File: config.mk
export PLATFORM = sky130hd
export DESIGN_NAME = axi_lite_selftest_master
export DESIGN_NICKNAME = d
export VERILOG_FILES = /design/src/rtl/axi_lite_pkg.sv /design/src/rtl/axi_lite_valid_hold.sv /design/src/rtl/axi_lite_selftest_master.sv
export SDC_FILE = /design/constraint.sdc
export NUM_CORES = 1
export LEC_CHECK = 0
export CAP_MARGIN = 15
export CORE_MARGIN = 2
export CORE_UTILIZATION = 37
export CTS_CLUSTER_SIZE = 16
export DETAILED_ROUTE_END_ITERATION = 7
export GPL_ROUTABILITY_DRIVEN = 0
export PLACE_DENSITY = 0.79
export SKIP_LAST_GASP = 1
export SYNTH_ARGS = -nofsm -noshare
export SYNTH_HDL_FRONTEND = slang
export SYNTH_HIERARCHICAL = 1
export SYNTH_SLANG_ARGS = --single-unit
export TNS_END_PERCENT = 50
File: constraint.sdc
create_clock -name ACLK -period 1.8 [get_ports ACLK]
set_input_delay 0.54 -clock ACLK [delete_from_list [all_inputs] [get_ports ACLK]]
set_output_delay 0.54 -clock ACLK [all_outputs]
set_load 0.01 [all_outputs]
File: src/rtl/axi_lite_pkg.sv
`default_nettype none
// +------------------------------------------------------------------+
// | axi_lite_pkg: response codes, master FSM states, word stride.    |
// | Rev 1.0                                                          |
// +------------------------------------------------------------------+
package axi_lite_pkg;

   localparam logic [1:0] RESP_OKAY   = 2'b00;
   localparam logic [1:0] RESP_EXOKAY = 2'b01;
   localparam logic [1:0] RESP_SLVERR = 2'b10;
   localparam logic [1:0] RESP_DECERR = 2'b11;

   localparam int unsigned ADDR_STRIDE = 4;

   typedef enum logic [2:0] {
      ST_IDLE    = 3'd0,
      ST_WRITE   = 3'd1,
      ST_READ    = 3'd2,
      ST_COMPARE = 3'd3,
      ST_DONE    = 3'd4
   } axi_state_t;

   function automatic logic resp_is_err(input logic [1:0] resp);
      return (resp == RESP_SLVERR) || (resp == RESP_DECERR);
   endfunction

endpackage
`default_nettype wire

File: src/rtl/axi_lite_valid_hold.sv
`default_nettype none
// +------------------------------------------------------------------+
// | axi_lite_valid_hold: VALID held from set until READY is seen.    |
// | Rev 1.0                                                          |
// +------------------------------------------------------------------+
module axi_lite_valid_hold (
   input  logic clk,
   input  logic rst_n,
   input  logic set,
   input  logic ready,
   output logic valid,
   output logic done
);

   logic r_valid;

   always_ff @(posedge clk) begin
      if (!rst_n)
         r_valid <= 1'b0;
      else if (r_valid && ready)
         r_valid <= 1'b0;
      else if (set)
         r_valid <= 1'b1;
   end

   assign valid = r_valid;
   assign done  = r_valid & ready;

endmodule
`default_nettype wire

File: src/rtl/axi_lite_selftest_master.sv
`default_nettype none
// +------------------------------------------------------------------+
// | axi_lite_selftest_master: writes seed+i to base+4*i, reads each  |
// | word back and flags any data or response error. Rev 1.0          |
// +------------------------------------------------------------------+
module axi_lite_selftest_master
   import axi_lite_pkg::*;
#(
   parameter logic [31:0] C_M_TARGET_SLAVE_BASE_ADDR = 32'h4000_0000,
   parameter int          C_M_AXI_ADDR_WIDTH         = 32,
   parameter int          C_M_AXI_DATA_WIDTH         = 32,
   parameter int          C_M_TRANSACTIONS_NUM       = 4,
   parameter logic [31:0] C_M_START_DATA_VALUE       = 32'hAA00_0000
) (
   input  logic                            ACLK,
   input  logic                            ARESETN,
   input  logic                            INIT_AXI_TXN,
   output logic                            TXN_DONE,
   output logic                            ERROR,
   output logic [C_M_AXI_ADDR_WIDTH-1:0]   M_AXI_AWADDR,
   output logic [2:0]                      M_AXI_AWPROT,
   output logic                            M_AXI_AWVALID,
   input  logic                            M_AXI_AWREADY,
   output logic [C_M_AXI_DATA_WIDTH-1:0]   M_AXI_WDATA,
   output logic [C_M_AXI_DATA_WIDTH/8-1:0] M_AXI_WSTRB,
   output logic                            M_AXI_WVALID,
   input  logic                            M_AXI_WREADY,
   input  logic [1:0]                      M_AXI_BRESP,
   input  logic                            M_AXI_BVALID,
   output logic                            M_AXI_BREADY,
   output logic [C_M_AXI_ADDR_WIDTH-1:0]   M_AXI_ARADDR,
   output logic [2:0]                      M_AXI_ARPROT,
   output logic                            M_AXI_ARVALID,
   input  logic                            M_AXI_ARREADY,
   input  logic [C_M_AXI_DATA_WIDTH-1:0]   M_AXI_RDATA,
   input  logic [1:0]                      M_AXI_RRESP,
   input  logic                            M_AXI_RVALID,
   output logic                            M_AXI_RREADY
);

   localparam int             c_AW       = C_M_AXI_ADDR_WIDTH;
   localparam int             c_DW       = C_M_AXI_DATA_WIDTH;
   localparam logic [8:0]     c_LAST_IDX = 9'(C_M_TRANSACTIONS_NUM - 1);
   localparam logic [c_AW-1:0] c_BASE    = c_AW'(C_M_TARGET_SLAVE_BASE_ADDR);
   localparam logic [c_AW-1:0] c_STRIDE  = c_AW'(ADDR_STRIDE);
   localparam logic [c_DW-1:0] c_SEED    = c_DW'(C_M_START_DATA_VALUE);

   axi_state_t      r_state, w_state_next;
   logic            r_init_ff1, r_init_ff2, w_start;
   logic [8:0]      r_widx, r_ridx;
   logic            r_issue, r_err_latch, r_txn_done, r_error;
   logic            r_aw_acc, r_w_acc, r_ar_acc;
   logic [c_AW-1:0] r_awaddr, r_araddr;
   logic [c_DW-1:0] r_wdata;
   logic            w_aw_set, w_ar_set, w_bready, w_rready;
   logic            w_aw_done, w_w_done, w_ar_done;
   logic            w_b_hs, w_r_hs, w_b_err, w_r_err;
   logic [c_DW-1:0] w_rd_exp;

   assign w_start  = r_init_ff1 & ~r_init_ff2;
   assign w_b_hs   = M_AXI_BVALID & w_bready;
   assign w_r_hs   = M_AXI_RVALID & w_rready;
   assign w_rd_exp = c_SEED + c_DW'(r_ridx);

   // A response arriving before its own address/data handshakes is treated as a failure too.
   assign w_b_err = resp_is_err(M_AXI_BRESP) | ~(r_aw_acc & r_w_acc);
   assign w_r_err = resp_is_err(M_AXI_RRESP) | (M_AXI_RDATA != w_rd_exp) | ~r_ar_acc;

   always_ff @(posedge ACLK) begin
      if (!ARESETN)
         r_state <= ST_IDLE;
      else
         r_state <= w_state_next;
   end

   always_comb begin
      w_state_next = r_state;
      w_aw_set     = 1'b0;
      w_ar_set     = 1'b0;
      w_bready     = 1'b0;
      w_rready     = 1'b0;
      case (r_state)
         ST_IDLE, ST_DONE: begin
            if (w_start)
               w_state_next = ST_WRITE;
         end
         ST_WRITE: begin
            w_bready = 1'b1;
            w_aw_set = r_issue;
            if (M_AXI_BVALID && r_widx == c_LAST_IDX)
               w_state_next = ST_READ;
         end
         ST_READ: begin
            w_rready = 1'b1;
            w_ar_set = r_issue;
            if (M_AXI_RVALID && r_ridx == c_LAST_IDX)
               w_state_next = ST_COMPARE;
         end
         ST_COMPARE: w_state_next = ST_DONE;
         default:    w_state_next = ST_IDLE;
      endcase
   end

   always_ff @(posedge ACLK) begin
      if (!ARESETN) begin
         r_init_ff1  <= 1'b0;
         r_init_ff2  <= 1'b0;
         r_widx      <= '0;
         r_ridx      <= '0;
         r_issue     <= 1'b0;
         r_err_latch <= 1'b0;
         r_txn_done  <= 1'b0;
         r_error     <= 1'b0;
         r_aw_acc    <= 1'b0;
         r_w_acc     <= 1'b0;
         r_ar_acc    <= 1'b0;
         r_awaddr    <= '0;
         r_araddr    <= '0;
         r_wdata     <= '0;
      end else begin
         r_init_ff1 <= INIT_AXI_TXN;
         r_init_ff2 <= r_init_ff1;
         if (w_aw_set) begin
            r_awaddr <= c_BASE + c_AW'(r_widx) * c_STRIDE;
            r_wdata  <= c_SEED + c_DW'(r_widx);
            r_aw_acc <= 1'b0;
            r_w_acc  <= 1'b0;
            r_issue  <= 1'b0;
         end
         if (w_ar_set) begin
            r_araddr <= c_BASE + c_AW'(r_ridx) * c_STRIDE;
            r_ar_acc <= 1'b0;
            r_issue  <= 1'b0;
         end
         if (w_aw_done) r_aw_acc <= 1'b1;
         if (w_w_done)  r_w_acc  <= 1'b1;
         if (w_ar_done) r_ar_acc <= 1'b1;
         case (r_state)
            ST_IDLE, ST_DONE: begin
               if (w_start) begin
                  r_txn_done  <= 1'b0;
                  r_error     <= 1'b0;
                  r_err_latch <= 1'b0;
                  r_widx      <= '0;
                  r_ridx      <= '0;
                  r_issue     <= 1'b1;
               end
            end
            ST_WRITE: begin
               // Every B handshake re-arms issue: the next write, or the first read.
               if (w_b_hs) begin
                  if (w_b_err) r_err_latch <= 1'b1;
                  r_widx  <= r_widx + 9'd1;
                  r_issue <= 1'b1;
               end
            end
            ST_READ: begin
               if (w_r_hs) begin
                  if (w_r_err) r_err_latch <= 1'b1;
                  r_ridx <= r_ridx + 9'd1;
                  if (r_ridx != c_LAST_IDX) r_issue <= 1'b1;
               end
            end
            ST_COMPARE: begin
               r_error    <= r_err_latch;
               r_txn_done <= 1'b1;
            end
            default: ;
         endcase
      end
   end

   axi_lite_valid_hold u_aw_hold (
      .clk(ACLK), .rst_n(ARESETN), .set(w_aw_set), .ready(M_AXI_AWREADY),
      .valid(M_AXI_AWVALID), .done(w_aw_done)
   );

   axi_lite_valid_hold u_w_hold (
      .clk(ACLK), .rst_n(ARESETN), .set(w_aw_set), .ready(M_AXI_WREADY),
      .valid(M_AXI_WVALID), .done(w_w_done)
   );

   axi_lite_valid_hold u_ar_hold (
      .clk(ACLK), .rst_n(ARESETN), .set(w_ar_set), .ready(M_AXI_ARREADY),
      .valid(M_AXI_ARVALID), .done(w_ar_done)
   );

   assign TXN_DONE     = r_txn_done;
   assign ERROR        = r_error;
   assign M_AXI_AWADDR = r_awaddr;
   assign M_AXI_AWPROT = 3'b000;
   assign M_AXI_WDATA  = r_wdata;
   assign M_AXI_WSTRB  = '1;
   assign M_AXI_BREADY = w_bready;
   assign M_AXI_ARADDR = r_araddr;
   assign M_AXI_ARPROT = 3'b000;
   assign M_AXI_RREADY = w_rready;

endmodule
`default_nettype wire

==> impl_results.html, run 1 <==
<table>
<tr><th>Metric</th><th>Value</th></tr>
<tr><th colspan="2">Clock network</th></tr>
<tr><td>Clock tree from TritonCTS</td><td>built</td></tr>
<tr><td>Clock transition time at the flip-flop clock pins of the worst setup and hold paths</td><td>around 0.1 ns</td></tr>
<tr><td>Setup Buffers After CTS</td><td>0</td></tr>
<tr><td>Insertion delay of the later-clocked pin in the worst-skew pair</td><td>0.31 ns</td></tr>
<tr><td>Number of buffers created by CTS</td><td>5</td></tr>
<tr><td>Sinks on Clock Net</td><td>53</td></tr>
<tr><td>Maximum count of clock buffers along a single path</td><td>2</td></tr>
<tr><td>Hold-fix buffers at CTS</td><td>0</td></tr>
<tr><td>CTS H-tree depth</td><td>2</td></tr>
<tr><td>Root buffer selected by CTS</td><td>sky130_fd_sc_hd__clkbuf_8</td></tr>
<tr><th colspan="2">GRT</th></tr>
<tr><td>Global routing usage summed across all routing layers</td><td>13.6%</td></tr>
<tr><td>Initial antenna violation count</td><td>0</td></tr>
<tr><td>Wire length of the first global-routing pass</td><td>10,700 um</td></tr>
<tr><td>Global route overflow</td><td>0</td></tr>
<tr><td>Number of global-route vias before repair</td><td>2,338</td></tr>
<tr><td>Pin count of the biggest net entering global routing</td><td>18</td></tr>
<tr><th colspan="2">Worst setup path</th></tr>
<tr><td>Crit-path max cell delay</td><td>approximately 0.56 ns</td></tr>
<tr><td>Worst path slowest cell</td><td>sky130_fd_sc_hd__clkdlybuf4s50_1</td></tr>
<tr><td>Crit path capture type</td><td>output pin</td></tr>
<tr><td>Dominant delay contributor by cell family on the critical path</td><td>buffers and inverters</td></tr>
<tr><td>Max FO, Critical Path</td><td>3</td></tr>
<tr><td>Start-to-end type of the worst setup path</td><td>reg2out</td></tr>
<tr><td>Worst endpoint required time</td><td>around 1.3 ns</td></tr>
<tr><td>Startpoint kind of the worst setup timing path</td><td>flop</td></tr>
<tr><td>CP cell instances</td><td>clkdlybuf4s50_1</td></tr>
<tr><td>Worst EP arrival</td><td>between 1 and 1.5 ns</td></tr>
<tr><td>Buffer and inverter count on the worst path</td><td>1</td></tr>
<tr><th colspan="2">Placement</th></tr>
<tr><td>Number of cells after detailed placement</td><td>539</td></tr>
<tr><td>Placement-stage worst setup slack</td><td>-0.462 ns</td></tr>
<tr><td>Count of buffers inserted at the top-level ports</td><td>81</td></tr>
<tr><td>Half-perimeter wire length after detailed placement</td><td>slightly above 5000 um</td></tr>
<tr><td>Cell area reported after detailed placement</td><td>3790 um^2</td></tr>
<tr><th colspan="2">Timing</th></tr>
<tr><td>Post-Route Skew</td><td>0.00868 ns</td></tr>
<tr><td>Final worst setup slack</td><td>approximately 0.012 ns</td></tr>
<tr><td>Max Transition Viols Final</td><td>0</td></tr>
<tr><td>Setup-violating endpoint count in the final report</td><td>0</td></tr>
<tr><td>Highest clock rate</td><td>559 MHz</td></tr>
<tr><td>Final critical-path required period</td><td>1.79 ns</td></tr>
<tr><td>Hold Fails Final Rpt</td><td>0</td></tr>
<tr><td>RSZ-0062 raised after global routing</td><td>yes</td></tr>
<tr><td>Post-route clock period utilization</td><td>99.3%</td></tr>
<tr><th colspan="2">Floorplanning</th></tr>
<tr><td>Die Ht</td><td>97.0 um</td></tr>
<tr><td>Width of the die</td><td>97.0 um</td></tr>
<tr><td>Site Rows</td><td>33</td></tr>
<tr><td>Std-Cell Core Area</td><td>a little over 8000 um^2</td></tr>
<tr><td>Starting utilization of the core area</td><td>38.6%</td></tr>
<tr><td>Total Die Area</td><td>9420 um^2</td></tr>
<tr><td>I/O pin count</td><td>between 150 and 200</td></tr>
<tr><th colspan="2">Pwr</th></tr>
<tr><td>Switching share of power</td><td>25.4%</td></tr>
<tr><td>Cell leakage power</td><td>around 1.5 nW</td></tr>
<tr><td>Reported net switching power</td><td>between 0.0005 and 0.0006 W</td></tr>
<tr><td>Sequential fraction of design power</td><td>51.4%</td></tr>
<tr><td>Pint</td><td>0.00174 W</td></tr>
<tr><td>Ratio of total power to cell area</td><td>slightly below 600 nW/um^2</td></tr>
<tr><td>Proportion of power drawn by combinational gates</td><td>13.1%</td></tr>
<tr><td>Clock share of power</td><td>35.4%</td></tr>
<tr><td>Total power</td><td>roughly 0.0023 W</td></tr>
<tr><td>Worst IR Drop VDD</td><td>between 0.3 and 0.4 mV</td></tr>
<tr><th colspan="2">Layout</th></tr>
<tr><td>Most frequent standard cell in the layout excluding fill and tap cells</td><td>sky130_fd_sc_hd__conb_1</td></tr>
<tr><td>Synthesis-to-layout area growth</td><td>23.7%</td></tr>
<tr><td>N_diodes</td><td>0</td></tr>
<tr><td>Top library cells by usage in the layout, fill and taps aside</td><td>sky130_fd_sc_hd__conb_1 (73), sky130_fd_sc_hd__clkdlybuf4s50_1 (58), sky130_fd_sc_hd__dfxtp_1 (47), sky130_fd_sc_hd__nand2_1 (44), sky130_fd_sc_hd__xnor2_1 (20)</td></tr>
<tr><td>Share of final-layout standard cells stronger than drive strength 1</td><td>13.6%</td></tr>
<tr><td>Final Instance Area</td><td>3960 um^2</td></tr>
<tr><td>Utilization of the core after routing</td><td>47.8%</td></tr>
<tr><td>Number of nets at the end of the flow</td><td>487</td></tr>
<tr><td>Layout Cells excl Fill</td><td>547</td></tr>
<tr><th colspan="2">Detailed routing</th></tr>
<tr><td>Number of DRC markers in iteration 0</td><td>92</td></tr>
<tr><td>DRC</td><td>0</td></tr>
<tr><td>Total routed wirelength</td><td>6560 um</td></tr>
<tr><td>Routed length per instance</td><td>12.0 um</td></tr>
<tr><td>Detailed Routing Iterations Pass 1</td><td>4</td></tr>
<tr><td>Vias per inst</td><td>approximately 4.6</td></tr>
<tr><td>Total vias in the final route</td><td>around 2,500</td></tr>
<tr><td>Remaining antenna violation count after routing</td><td>0</td></tr>
<tr><th colspan="2">Logic synthesis</th></tr>
<tr><td>Synthesized cell area</td><td>3200 um^2</td></tr>
<tr><td>Yosys warnings</td><td>6</td></tr>
<tr><td>#FFs+latches synth</td><td>53</td></tr>
<tr><td>Top_reg_cell synth</td><td>sky130_fd_sc_hd__dfxtp_1</td></tr>
<tr><td>Post-Synthesis Mean Instance Area</td><td>8.66 um^2</td></tr>
<tr><td>Gate count after technology mapping</td><td>370</td></tr>
<tr><td>Proportion of register bits with asynchronous set or reset after synthesis</td><td>0%</td></tr>
<tr><td>Synth cell types</td><td>44</td></tr>
<tr><td>Part of the Yosys area used for sequential elements</td><td>33.1%</td></tr>
<tr><td>Number of flops mapped to enable cells by yosys</td><td>0</td></tr>
<tr><th colspan="2">Hold path</th></tr>
<tr><td>Min-delay worst type</td><td>reg2reg</td></tr>
<tr><th colspan="2">Flow run</th></tr>
<tr><td>Max-cap violation count</td><td>0</td></tr>
<tr><th colspan="2">Run status</th></tr>
<tr><td>Status</td><td>finished, final reports clean</td></tr>
</table>
stage by stage:
step / TNS, ns / hold WS [ns]
detailed placement: -4.28 / 0.458
finish: 0 / 0.467
global route: -0.216 / 0.506
CTS: -0.0372 / 0.472
floorplan: 0 / 0.456
global placement: -3.88 / 0.456
synthesized netlist by cell type, types with 2 or more instances:
library cell / count / area, um^2
sky130_fd_sc_hd__buf_4: 87 / 653
sky130_fd_sc_hd__dfxtp_1: 53 / 1060
sky130_fd_sc_hd__nand2_1: 44 / 165
sky130_fd_sc_hd__xnor2_1: 20 / 175
sky130_fd_sc_hd__a21boi_0: 19 / 143
sky130_fd_sc_hd__nor2_1: 14 / 52.6
sky130_fd_sc_hd__clkbuf_1: 13 / 48.8
sky130_fd_sc_hd__nand3_1: 12 / 60.1
sky130_fd_sc_hd__a21oi_1: 9 / 45.0
sky130_fd_sc_hd__a2111oi_2: 7 / 105
sky130_fd_sc_hd__nor2b_1: 7 / 43.8
sky130_fd_sc_hd__a211oi_1: 6 / 45.0
sky130_fd_sc_hd__inv_1: 6 / 22.5
sky130_fd_sc_hd__nand4_1: 6 / 37.5
sky130_fd_sc_hd__nor2_2: 6 / 37.5
sky130_fd_sc_hd__nor4_1: 5 / 31.3
sky130_fd_sc_hd__and2_1: 4 / 25.0
sky130_fd_sc_hd__buf_6: 4 / 45.0
sky130_fd_sc_hd__nor4b_1: 4 / 35.0
sky130_fd_sc_hd__xor2_1: 4 / 35.0
sky130_fd_sc_hd__and2_4: 3 / 26.3
sky130_fd_sc_hd__o21a_1: 3 / 22.5
sky130_fd_sc_hd__o21ai_1: 3 / 15.0
sky130_fd_sc_hd__a21boi_1: 2 / 15.0
sky130_fd_sc_hd__buf_2: 2 / 10.0
sky130_fd_sc_hd__conb_1: 2 / 7.51
sky130_fd_sc_hd__ha_1: 2 / 25.0
sky130_fd_sc_hd__mux2i_1: 2 / 20.0
sky130_fd_sc_hd__nand3b_1: 2 / 15.0
sky130_fd_sc_hd__nor3b_1: 2 / 15.0
sky130_fd_sc_hd__nor3b_2: 2 / 25.0
sky130_fd_sc_hd__o31a_1: 2 / 17.5
sky130_fd_sc_hd__or3b_1: 2 / 17.5
power by group through the flow:
stage / Clock (W) / Combinational [W] / Sequential [W]
after floorplan: 0 / 0.000291 / 0.00122
after global placement: 0 / 0.000303 / 0.00123
after detailed placement: 0 / 0.000308 / 0.00123
after CTS: 0.000845 / 0.000300 / 0.00120
after global routing: 0.000881 / 0.000333 / 0.00120
final: 0.000827 / 0.000307 / 0.00120
cells by family (layout without fill, tap and decap cells):
family / count (synthesis) / count (layout) / synth area share (%)
flops: 53 / 53 / 33.1
fa+ha+maj: 2 / 2 / 0.781
compound gates: 54 / 54 / 14.1
xor+xnor: 24 / 24 / 6.56
simple gates: 121 / 121 / 20.2
buf+inv: 112 / 113 / 24.3
other cells: 2 / 73 / 0.234
mux: 2 / 2 / 0.625
cell type report:
cell class	count	area (um^2)
Inverter	6	22.5
Sequential cell	53	1070
Fill cell	771	4340
Multi-Input combinational cell	276	1700
Clock inverter	3	43.8
Tap cell	105	131
Timing Repair Buffer	99	928
Clock buffer	5	68.8
layer usage:
layer  part of all wire, %  wire length (um)  vias up  global-route usage (%)
li1                      -                 -     1222                       -
met1                    40              2610     1157                    15.4
met2                    52              3390      111                    24.8
met3                   7.0               461        6                    2.89
met4                   1.5                98        0                    5.09
met5                     0                 0        -                       0
repair_timing:
| action | CTS | global route |
|---|---|---|
| resized for setup | 28 | 13 |
| pin swaps | 7 | 0 |
| endpoints found under the setup margin | 18 | 35 |
sequential cells by signal (all words and copies together) (netlist names), 3 cells and up:
register and count:
M_AXI_ARADDR 10, M_AXI_AWADDR 9, r_ridx 9, r_state 3, r_widx 9
final timing paths:
check	startpoint	endpoint	slack [ns]	depth (start not counted)
max	u_ar_hold/valid	M_AXI_ARVALID	0.01	1
min	M_AXI_ARADDR[4]	M_AXI_ARADDR[4]	0.47	2
max reg2reg	r_state[0]	r_ridx[7]	0.07	5
min reg2reg	M_AXI_ARADDR[4]	M_AXI_ARADDR[4]	0.47	2
Power figures use the tool's default switching activity.
==> run 2: changes to the inputs <==
Settings changed: CORE_UTILIZATION 37 to 41, PLACE_DENSITY 0.79 to 0.83, SLEW_MARGIN from default to 20.
Clock period 1.8 ns to 2 ns, I/O delays scaled along.
==> run 2 against run 1 <==
  * The run now ends with setup timing left
  * Worst setup slack got worse by 0.016 ns
  * Via count fell by 1.2%
  * Clock-buffer cell count rose by 1
  * Non-clock buffer count fell by 3
  * Critical path type is now in2reg
==> impl_results.html, run 2 (synthesis results as in run 1) <==
<table>
<tr><th>Metric</th><th>Value</th></tr>
<tr><th colspan="2">Run status</th></tr>
<tr><td>Status</td><td>complete, but fails checks (was finished, final reports clean)</td></tr>
<tr><td>Violated checks</td><td>setup timing</td></tr>
<tr><th colspan="2">Floorplanning</th></tr>
<tr><td>Width of the die</td><td>92.4 um (was 97.0 um)</td></tr>
<tr><td>Starting utilization of the core area</td><td>41.9% (was 38.6%)</td></tr>
<tr><td>Std-Cell Core Area</td><td>7650 um^2 (was 8300 um^2)</td></tr>
<tr><td>Die Ht</td><td>92.4 um (was 97.0 um)</td></tr>
<tr><td>I/O pin count</td><td>157 (unchanged)</td></tr>
<tr><td>Site Rows</td><td>32 (was 33)</td></tr>
<tr><td>Total Die Area</td><td>8530 um^2 (was 9420 um^2)</td></tr>
<tr><th colspan="2">Clock network</th></tr>
<tr><td>Clock transition time at the flip-flop clock pins of the worst setup and hold paths</td><td>0.10 ns (about the same)</td></tr>
<tr><td>Hold-fix buffers at CTS</td><td>0 (unchanged)</td></tr>
<tr><td>CTS H-tree depth</td><td>2 (unchanged)</td></tr>
<tr><td>Sinks on Clock Net</td><td>53 (unchanged)</td></tr>
<tr><td>Setup Buffers After CTS</td><td>0 (unchanged)</td></tr>
<tr><td>Clock tree from TritonCTS</td><td>built (unchanged)</td></tr>
<tr><td>Number of buffers created by CTS</td><td>5 (unchanged)</td></tr>
<tr><td>Root buffer selected by CTS</td><td>sky130_fd_sc_hd__clkbuf_8 (unchanged)</td></tr>
<tr><td>Gates resized, CTS repair</td><td>5 (was 28)</td></tr>
<tr><td>Insertion delay of the later-clocked pin in the worst-skew pair</td><td>0.31 ns (about the same)</td></tr>
<tr><td>Maximum count of clock buffers along a single path</td><td>2 (unchanged)</td></tr>
<tr><th colspan="2">Layout</th></tr>
<tr><td>Layout Cells excl Fill</td><td>541 (was 547)</td></tr>
<tr><td>Flip-flop count of the largest register after layout</td><td>10 (unchanged)</td></tr>
<tr><td>Share of final-layout standard cells stronger than drive strength 1</td><td>10.3% (was 13.6%)</td></tr>
<tr><td>Most frequent standard cell in the layout excluding fill and tap cells</td><td>sky130_fd_sc_hd__clkdlybuf4s50_1 (was sky130_fd_sc_hd__conb_1)</td></tr>
<tr><td>Number of nets at the end of the flow</td><td>484 (was 487)</td></tr>
<tr><td>Synthesis-to-layout area growth</td><td>21.0% (was 23.7%)</td></tr>
<tr><td>Top library cells by usage in the layout, fill and taps aside</td><td>sky130_fd_sc_hd__clkdlybuf4s50_1 (79), sky130_fd_sc_hd__conb_1 (73), sky130_fd_sc_hd__dfxtp_1 (51), sky130_fd_sc_hd__nand2_1 (44), sky130_fd_sc_hd__xnor2_1 (20) (was sky130_fd_sc_hd__conb_1 (73), sky130_fd_sc_hd__clkdlybuf4s50_1 (58), sky130_fd_sc_hd__dfxtp_1 (47), sky130_fd_sc_hd__nand2_1 (44), sky130_fd_sc_hd__xnor2_1 (20))</td></tr>
<tr><td>N_diodes</td><td>0 (unchanged)</td></tr>
<tr><th colspan="2">Timing</th></tr>
<tr><td>Post-Route Skew</td><td>0.00942 ns (was 0.00868 ns)</td></tr>
<tr><td>Post-route clock period utilization</td><td>100%</td></tr>
<tr><td>Final worst setup slack</td><td>-0.00357 ns (was 0.0122 ns)</td></tr>
<tr><td>Setup-violating endpoint count in the final report</td><td>1 (was 0)</td></tr>
<tr><td>Highest clock rate</td><td>~500 MHz</td></tr>
<tr><td>Final critical-path required period</td><td>2.00 ns</td></tr>
<tr><td>Max Transition Viols Final</td><td>0 (unchanged)</td></tr>
<tr><td>Hold Fails Final Rpt</td><td>0 (unchanged)</td></tr>
<tr><td>RSZ-0062 raised after global routing</td><td>yes (unchanged)</td></tr>
<tr><th colspan="2">Placement</th></tr>
<tr><td>Half-perimeter wire length after detailed placement</td><td>5010 um (was 5150 um)</td></tr>
<tr><td>Number of cells after detailed placement</td><td>533 (was 539)</td></tr>
<tr><td>Count of buffers inserted at the top-level ports</td><td>81 (unchanged)</td></tr>
<tr><th colspan="2">Worst setup path</th></tr>
<tr><td>FF-to-FF End</td><td>r_ridx[3] (was r_ridx[7])</td></tr>
<tr><td>Crit path capture type</td><td>flop (was output pin)</td></tr>
<tr><td>Max FO, Critical Path</td><td>1 (was 3)</td></tr>
<tr><td>R2r startpoint</td><td>r_state[0] (unchanged)</td></tr>
<tr><td>Start-to-end type of the worst setup path</td><td>in2reg (was reg2out)</td></tr>
<tr><td>Worst endpoint required time</td><td>2.21 ns (was 1.26 ns)</td></tr>
<tr><td>R2R setup slack</td><td>0.26 ns (was 0.07 ns)</td></tr>
<tr><td>Worst EP arrival</td><td>2.22 ns (was 1.25 ns)</td></tr>
<tr><td>Startpoint kind of the worst setup timing path</td><td>input pin (was flop)</td></tr>
<tr><td>Number of cell instances on the worst register-to-register path</td><td>4 (was 5)</td></tr>
<tr><th colspan="2">Detailed routing</th></tr>
<tr><td>Remaining antenna violation count after routing</td><td>0 (unchanged)</td></tr>
<tr><td>Detailed Routing Iterations Pass 1</td><td>4 (unchanged)</td></tr>
<tr><td>DRC</td><td>0 (unchanged)</td></tr>
<tr><td>Routed length per instance</td><td>11.7 um (was 12.0 um)</td></tr>
<tr><td>Total routed wirelength</td><td>6340 um (was 6560 um)</td></tr>
<tr><td>Total vias in the final route</td><td>2,466 (was 2,496)</td></tr>
<tr><td>Number of DRC markers in iteration 0</td><td>129 (was 92)</td></tr>
<tr><td>Vias per inst</td><td>4.56 (about the same)</td></tr>
<tr><th colspan="2">Hold path</th></tr>
<tr><td>Critical hold path startpoint</td><td>M_AXI_AWADDR[10] (was M_AXI_ARADDR[4])</td></tr>
<tr><td>Number of cells on the worst hold path</td><td>2 (unchanged)</td></tr>
<tr><td>Min-delay worst type</td><td>reg2reg (unchanged)</td></tr>
<tr><td>Endpoint, Worst Hold</td><td>M_AXI_AWADDR[10] (was M_AXI_ARADDR[4])</td></tr>
<tr><th colspan="2">GRT</th></tr>
<tr><td>Pin count of the biggest net entering global routing</td><td>26 (was 18)</td></tr>
<tr><td>Number of global-route vias before repair</td><td>2,216 (was 2,338)</td></tr>
<tr><td>Global routing usage summed across all routing layers</td><td>14.9% (was 13.6%)</td></tr>
<tr><td>Wire length of the first global-routing pass</td><td>10,300 um (was 10,700 um)</td></tr>
<tr><td>Initial antenna violation count</td><td>0 (unchanged)</td></tr>
<tr><td>Global route overflow</td><td>0 (unchanged)</td></tr>
<tr><th colspan="2">Pwr</th></tr>
<tr><td>Worst IR Drop VDD</td><td>0.311 mV (was 0.313 mV)</td></tr>
<tr><td>Ratio of total power to cell area</td><td>507 nW/um^2 (was 589 nW/um^2)</td></tr>
<tr><td>Total power</td><td>0.00196 W (was 0.00233 W)</td></tr>
<tr><td>Cell leakage power</td><td>1.42 nW (was 1.55 nW)</td></tr>
<tr><th colspan="2">Flow run</th></tr>
<tr><td>Max-cap violation count</td><td>0 (unchanged)</td></tr>
</table>
==> run 2: power by group <==
group	internal [W]	switching, W
Clock	0.000250	0.000354
Combinational	0.000136	0.000142
Sequential	0.00107	0.0000154
==> run 2: stage by stage <==
step / hold WS, ns / TNS, ns / instance area [um^2] / setup slack [ns] / util (%)
after floorplan: 0.456 / 0 / 3470 / 0.237 / -
after global placement: 0.452 / -1.24 / 3780 / -0.323 / 49.4
after detailed placement: 0.458 / -1.51 / 3780 / -0.350 / 49.4
after CTS: 0.474 / -0.162 / 3870 / -0.151 / 50.6
after global routing: 0.498 / -0.0238 / 3870 / -0.0238 / 50.7
final: 0.469 / -0.00357 / 3870 / -0.00357 / 50.7
==> run 2: per-layer routing <==
layer | wire length, um | up-vias | part of all wire (%) | global-route usage, %
met4 | 123 | 0 | 1.9 | 6.22
met3 | 406 | 11 | 6.4 | 3.25
met2 | 3270 | 103 | 52 | 25.7
met5 | 0 | - | 0 | 0
li1 | - | 1212 | - | -
met1 | 2530 | 1140 | 40 | 17.8
==> run 2: how the worst max path moves through the flow <==
stage	slack (ns)	depth (start not counted)	from	end
2_1_floorplan	0.24	4	M_AXI_RDATA[9]	r_err_latch
3_3_place_gp	-0.32	5	M_AXI_RDATA[9]	r_err_latch
3_5_place_dp	-0.35	5	M_AXI_RDATA[9]	r_err_latch
4_1_cts	-0.15	2	r_state[2]	M_AXI_BREADY
5_1_grt	-0.02	5	M_AXI_RDATA[9]	r_err_latch
6_report	-0.004	5	M_AXI_RDATA[9]	r_err_latch
==> run 2: critical path: stages <==
cell and delay [ns]:
sky130_fd_sc_hd__clkdlybuf4s50_1 0.40, sky130_fd_sc_hd__nor4b_1 0.39, sky130_fd_sc_hd__nand4_1 0.12, sky130_fd_sc_hd__or4_1 0.41
sky130_fd_sc_hd__o31a_1 0.30
==> run 2: final cells by class <==
cell class                      count  area [um^2]
Timing Repair Buffer               96          937
Fill cell                         699         3770
Inverter                            6         22.5
Clock buffer                        6         72.6
Multi-Input combinational cell    276         1640
Clock inverter                      2         13.8
Tap cell                          102          128
Sequential cell                    53         1070
==> run 3: changes to the inputs <==
Settings changed: PLACE_DENSITY 0.83 to 0.8.
==> run 3 against run 2 <==
  * The flow now finishes without violations
  * Sequential share of layout area shrank 0.23 points
  * Register-to-register slack lost 0.07 ns
  * Hold slack gained 0.0050 ns
  * Largest cell class unchanged
  * Critical endpoint unchanged
  * Highest routed layer unchanged
  * Routed wire length grew 3.8%
  * Clock skew shrank 0.0040 ns
  * Clock-buffer cell count grew 1
  * Critical path depth is the same
==> impl_results.html, run 3 (synthesis results as in run 1) <==
<table>
<tr><th>Metric</th><th>Value</th></tr>
<tr><th colspan="2">Timing</th></tr>
<tr><td>Hold Fails Final Rpt</td><td>0 (unchanged)</td></tr>
<tr><td>Worst hold slack after final layout</td><td>0.474 ns (was 0.469 ns)</td></tr>
<tr><td>Post-route clock period utilization</td><td>99.0% (was 100%)</td></tr>
<tr><td>Setup-violating endpoint count in the final report</td><td>0 (was 1)</td></tr>
<tr><td>Post-Route Skew</td><td>0.00545 ns (was 0.00942 ns)</td></tr>
<tr><td>Highest clock rate</td><td>505 MHz (was 499 MHz)</td></tr>
<tr><td>RSZ-0062 raised after global routing</td><td>yes (unchanged)</td></tr>
<tr><td>Summed negative setup slack over all endpoints</td><td>0 ns (was -0.00357 ns)</td></tr>
<tr><td>Max Transition Viols Final</td><td>0 (unchanged)</td></tr>
<tr><td>Final critical-path required period</td><td>1.98 ns (was 2.00 ns)</td></tr>
<tr><td>Final worst setup slack</td><td>0.0204 ns (was -0.00357 ns)</td></tr>
<tr><th colspan="2">Clock network</th></tr>
<tr><td>Sinks on Clock Net</td><td>53 (unchanged)</td></tr>
<tr><td>CTS H-tree depth</td><td>2 (unchanged)</td></tr>
<tr><td>Clock transition time at the flip-flop clock pins of the worst setup and hold paths</td><td>0.09 ns (was 0.10 ns)</td></tr>
<tr><td>Hold-fix buffers at CTS</td><td>0 (unchanged)</td></tr>
<tr><td>Insertion delay of the later-clocked pin in the worst-skew pair</td><td>0.30 ns (was 0.31 ns)</td></tr>
<tr><td>Maximum count of clock buffers along a single path</td><td>2 (unchanged)</td></tr>
<tr><td>Number of buffers created by CTS</td><td>5 (unchanged)</td></tr>
<tr><td>Clock tree from TritonCTS</td><td>built (unchanged)</td></tr>
<tr><td>Root buffer selected by CTS</td><td>sky130_fd_sc_hd__clkbuf_8 (unchanged)</td></tr>
<tr><td>Setup Buffers After CTS</td><td>0 (unchanged)</td></tr>
<tr><th colspan="2">Hold path</th></tr>
<tr><td>Critical hold path startpoint</td><td>M_AXI_ARADDR[2] (was M_AXI_AWADDR[10])</td></tr>
<tr><td>Endpoint, Worst Hold</td><td>M_AXI_ARADDR[2] (was M_AXI_AWADDR[10])</td></tr>
<tr><td>Number of cells on the worst hold path</td><td>2 (unchanged)</td></tr>
<tr><td>Min-delay worst type</td><td>reg2reg (unchanged)</td></tr>
<tr><th colspan="2">Worst setup path</th></tr>
<tr><td>Start-to-end type of the worst setup path</td><td>in2reg (unchanged)</td></tr>
<tr><td>Crit path capture type</td><td>flop (unchanged)</td></tr>
<tr><td>Number of cell instances on the worst register-to-register path</td><td>5 (was 4)</td></tr>
<tr><td>Crit-path max cell delay</td><td>0.42 ns (was 0.41 ns)</td></tr>
<tr><td>Startpoint kind of the worst setup timing path</td><td>input pin (unchanged)</td></tr>
<tr><td>Worst path slowest cell</td><td>sky130_fd_sc_hd__clkdlybuf4s50_1 (was sky130_fd_sc_hd__or4_1)</td></tr>
<tr><td>Worst EP arrival</td><td>2.18 ns (was 2.22 ns)</td></tr>
<tr><td>FF-to-FF End</td><td>r_ridx[8] (was r_ridx[3])</td></tr>
<tr><td>Worst endpoint required time</td><td>2.20 ns (was 2.21 ns)</td></tr>
<tr><td>R2R setup slack</td><td>0.19 ns (was 0.26 ns)</td></tr>
<tr><td>Max FO, Critical Path</td><td>1 (unchanged)</td></tr>
<tr><td>CP cell instances</td><td>clkdlybuf4s50_1 &gt; nor4b_1 &gt; nand4_1 &gt; or4_1 &gt; o31a_1 (unchanged)</td></tr>
<tr><td>R2r startpoint</td><td>r_state[1] (was r_state[0])</td></tr>
<tr><td>Dominant delay contributor by cell family on the critical path</td><td>simple AND/OR/NAND/NOR gates (unchanged)</td></tr>
<tr><td>Buffer and inverter count on the worst path</td><td>1 (unchanged)</td></tr>
<tr><th colspan="2">Floorplanning</th></tr>
<tr><td>Die Ht</td><td>92.4 um (unchanged)</td></tr>
<tr><td>Width of the die</td><td>92.4 um (unchanged)</td></tr>
<tr><td>Starting utilization of the core area</td><td>41.9% (unchanged)</td></tr>
<tr><td>Total Die Area</td><td>8530 um^2 (unchanged)</td></tr>
<tr><td>Std-Cell Core Area</td><td>7650 um^2 (unchanged)</td></tr>
<tr><td>I/O pin count</td><td>157 (unchanged)</td></tr>
<tr><td>Site Rows</td><td>32 (unchanged)</td></tr>
<tr><th colspan="2">Flow run</th></tr>
<tr><td>Max-cap violation count</td><td>0 (unchanged)</td></tr>
<tr><th colspan="2">Run status</th></tr>
<tr><td>Status</td><td>finished, final reports clean (was complete, but fails checks)</td></tr>
<tr><th colspan="2">Detailed routing</th></tr>
<tr><td>DRC</td><td>0 (unchanged)</td></tr>
<tr><td>Vias per inst</td><td>4.63 (was 4.56)</td></tr>
<tr><td>Number of DRC markers in iteration 0</td><td>111 (was 129)</td></tr>
<tr><td>Total vias in the final route</td><td>2,520 (was 2,466)</td></tr>
<tr><td>Total routed wirelength</td><td>6580 um (was 6340 um)</td></tr>
<tr><td>Detailed Routing Iterations Pass 1</td><td>5 (was 4)</td></tr>
<tr><td>Remaining antenna violation count after routing</td><td>0 (unchanged)</td></tr>
<tr><td>Routed length per instance</td><td>12.1 um (was 11.7 um)</td></tr>
<tr><th colspan="2">GRT</th></tr>
<tr><td>Pin count of the biggest net entering global routing</td><td>17 (was 26)</td></tr>
<tr><td>Wire length of the first global-routing pass</td><td>10,600 um (was 10,300 um)</td></tr>
<tr><td>Initial antenna violation count</td><td>0 (unchanged)</td></tr>
<tr><td>Global routing usage summed across all routing layers</td><td>15.3% (was 14.9%)</td></tr>
<tr><td>Number of global-route vias before repair</td><td>2,399 (was 2,216)</td></tr>
<tr><td>Global route overflow</td><td>0 (unchanged)</td></tr>
<tr><th colspan="2">Placement</th></tr>
<tr><td>Half-perimeter wire length after detailed placement</td><td>5160 um (was 5010 um)</td></tr>
<tr><td>Count of buffers inserted at the top-level ports</td><td>81 (unchanged)</td></tr>
<tr><td>Cell area reported after detailed placement</td><td>3800 um^2 (was 3780 um^2)</td></tr>
<tr><td>Number of cells after detailed placement</td><td>536 (was 533)</td></tr>
<tr><td>Placement-stage worst setup slack</td><td>-0.321 ns (was -0.350 ns)</td></tr>
<tr><th colspan="2">Layout</th></tr>
<tr><td>Seq. cell area</td><td>1060 um^2 (was 1070 um^2)</td></tr>
<tr><td>Synthesis-to-layout area growth</td><td>21.7% (was 21.0%)</td></tr>
<tr><td>Top library cells by usage in the layout, fill and taps aside</td><td>sky130_fd_sc_hd__clkdlybuf4s50_1 (79), sky130_fd_sc_hd__conb_1 (73), sky130_fd_sc_hd__dfxtp_1 (51), sky130_fd_sc_hd__nand2_1 (44), sky130_fd_sc_hd__xnor2_1 (20) (unchanged)</td></tr>
<tr><td>Filler Cell Count</td><td>727 (was 699)</td></tr>
<tr><td>N_diodes</td><td>0 (unchanged)</td></tr>
<tr><td>Number of nets at the end of the flow</td><td>487 (was 484)</td></tr>
<tr><td>Final Instance Area</td><td>3900 um^2 (was 3870 um^2)</td></tr>
<tr><td>Flip-flop count of the largest register after layout</td><td>10 (unchanged)</td></tr>
<tr><td>Share of final-layout standard cells stronger than drive strength 1</td><td>10.6% (was 10.3%)</td></tr>
<tr><td>Most frequent standard cell in the layout excluding fill and tap cells</td><td>sky130_fd_sc_hd__clkdlybuf4s50_1 (unchanged)</td></tr>
<tr><td>Layout Cells excl Fill</td><td>544 (was 541)</td></tr>
<tr><td>Multi-input combinational cell area</td><td>1640 um^2 (about the same)</td></tr>
<tr><th colspan="2">Pwr</th></tr>
<tr><td>Worst IR Drop VDD</td><td>0.290 mV (was 0.311 mV)</td></tr>
<tr><td>Cell leakage power</td><td>1.43 nW (was 1.42 nW)</td></tr>
<tr><td>Ratio of total power to cell area</td><td>503 nW/um^2 (was 507 nW/um^2)</td></tr>
</table>
run 3: final cells by class:
class,count,area share [%]
repair buffers,99,24.6
flip-flops and latches,53,27.3
clock buffers,7,1.96
inverters,6,0.578
well taps,102,3.27
clock inverters,1,0.193
multi-input cells,276,42.1
run 3: how the worst max path moves through the flow:
| stage | startpoint | endpoint | slack, ns | cells after the start |
|---|---|---|---|---|
| 3_5_place_dp | M_AXI_RDATA[9] | r_err_latch | -0.32 | 5 |
| 5_1_grt | M_AXI_RDATA[9] | r_err_latch | -0.11 | 5 |
| 4_1_cts | r_state[0] | M_AXI_BREADY | -0.20 | 2 |
| 2_1_floorplan | M_AXI_RDATA[9] | r_err_latch | 0.24 | 4 |
| 6_report | M_AXI_RDATA[9] | r_err_latch | 0.02 | 5 |
| 3_3_place_gp | M_AXI_RDATA[9] | r_err_latch | -0.26 | 5 |
run 3: layer usage:
layer	global-route usage, %	wire (um)	up-vias
li1	-	-	1218
met1	17.5	2630	1178
met2	27.4	3350	114
met3	3.58	466	10
met4	5.97	126	0
met5	0	0	-
run 3: worst register-to-register path, stage by stage, from the launching register on:
cell and delay [ns]:
sky130_fd_sc_hd__dfxtp_2 0.37, sky130_fd_sc_hd__buf_4 0.15, sky130_fd_sc_hd__or3b_1 0.56, sky130_fd_sc_hd__a2111oi_2 0.39
sky130_fd_sc_hd__xnor2_1 0.19, sky130_fd_sc_hd__nor2_2 0.04
run 3: what timing repair did:
item | in CTS | in global routing
gates resized for setup | 4 | 2
setup endpoints to repair | 2 | 3
pin swaps | 1 | 0
run 3: report_power, final:
group / switching (W) / internal, W
clock: 0.000343 / 0.000249
sequential: 0.0000139 / 0.00107
combinational: 0.000148 / 0.000140
run 3: stage by stage:
step / power, W / utilization, %
after floorplan: 0.00136 / -
after global placement: 0.00138 / 49.7
after detailed placement: 0.00139 / 49.7
after CTS: 0.00198 / 50.9
after global routing: 0.00205 / 51.0
final: 0.00196 / 51.0
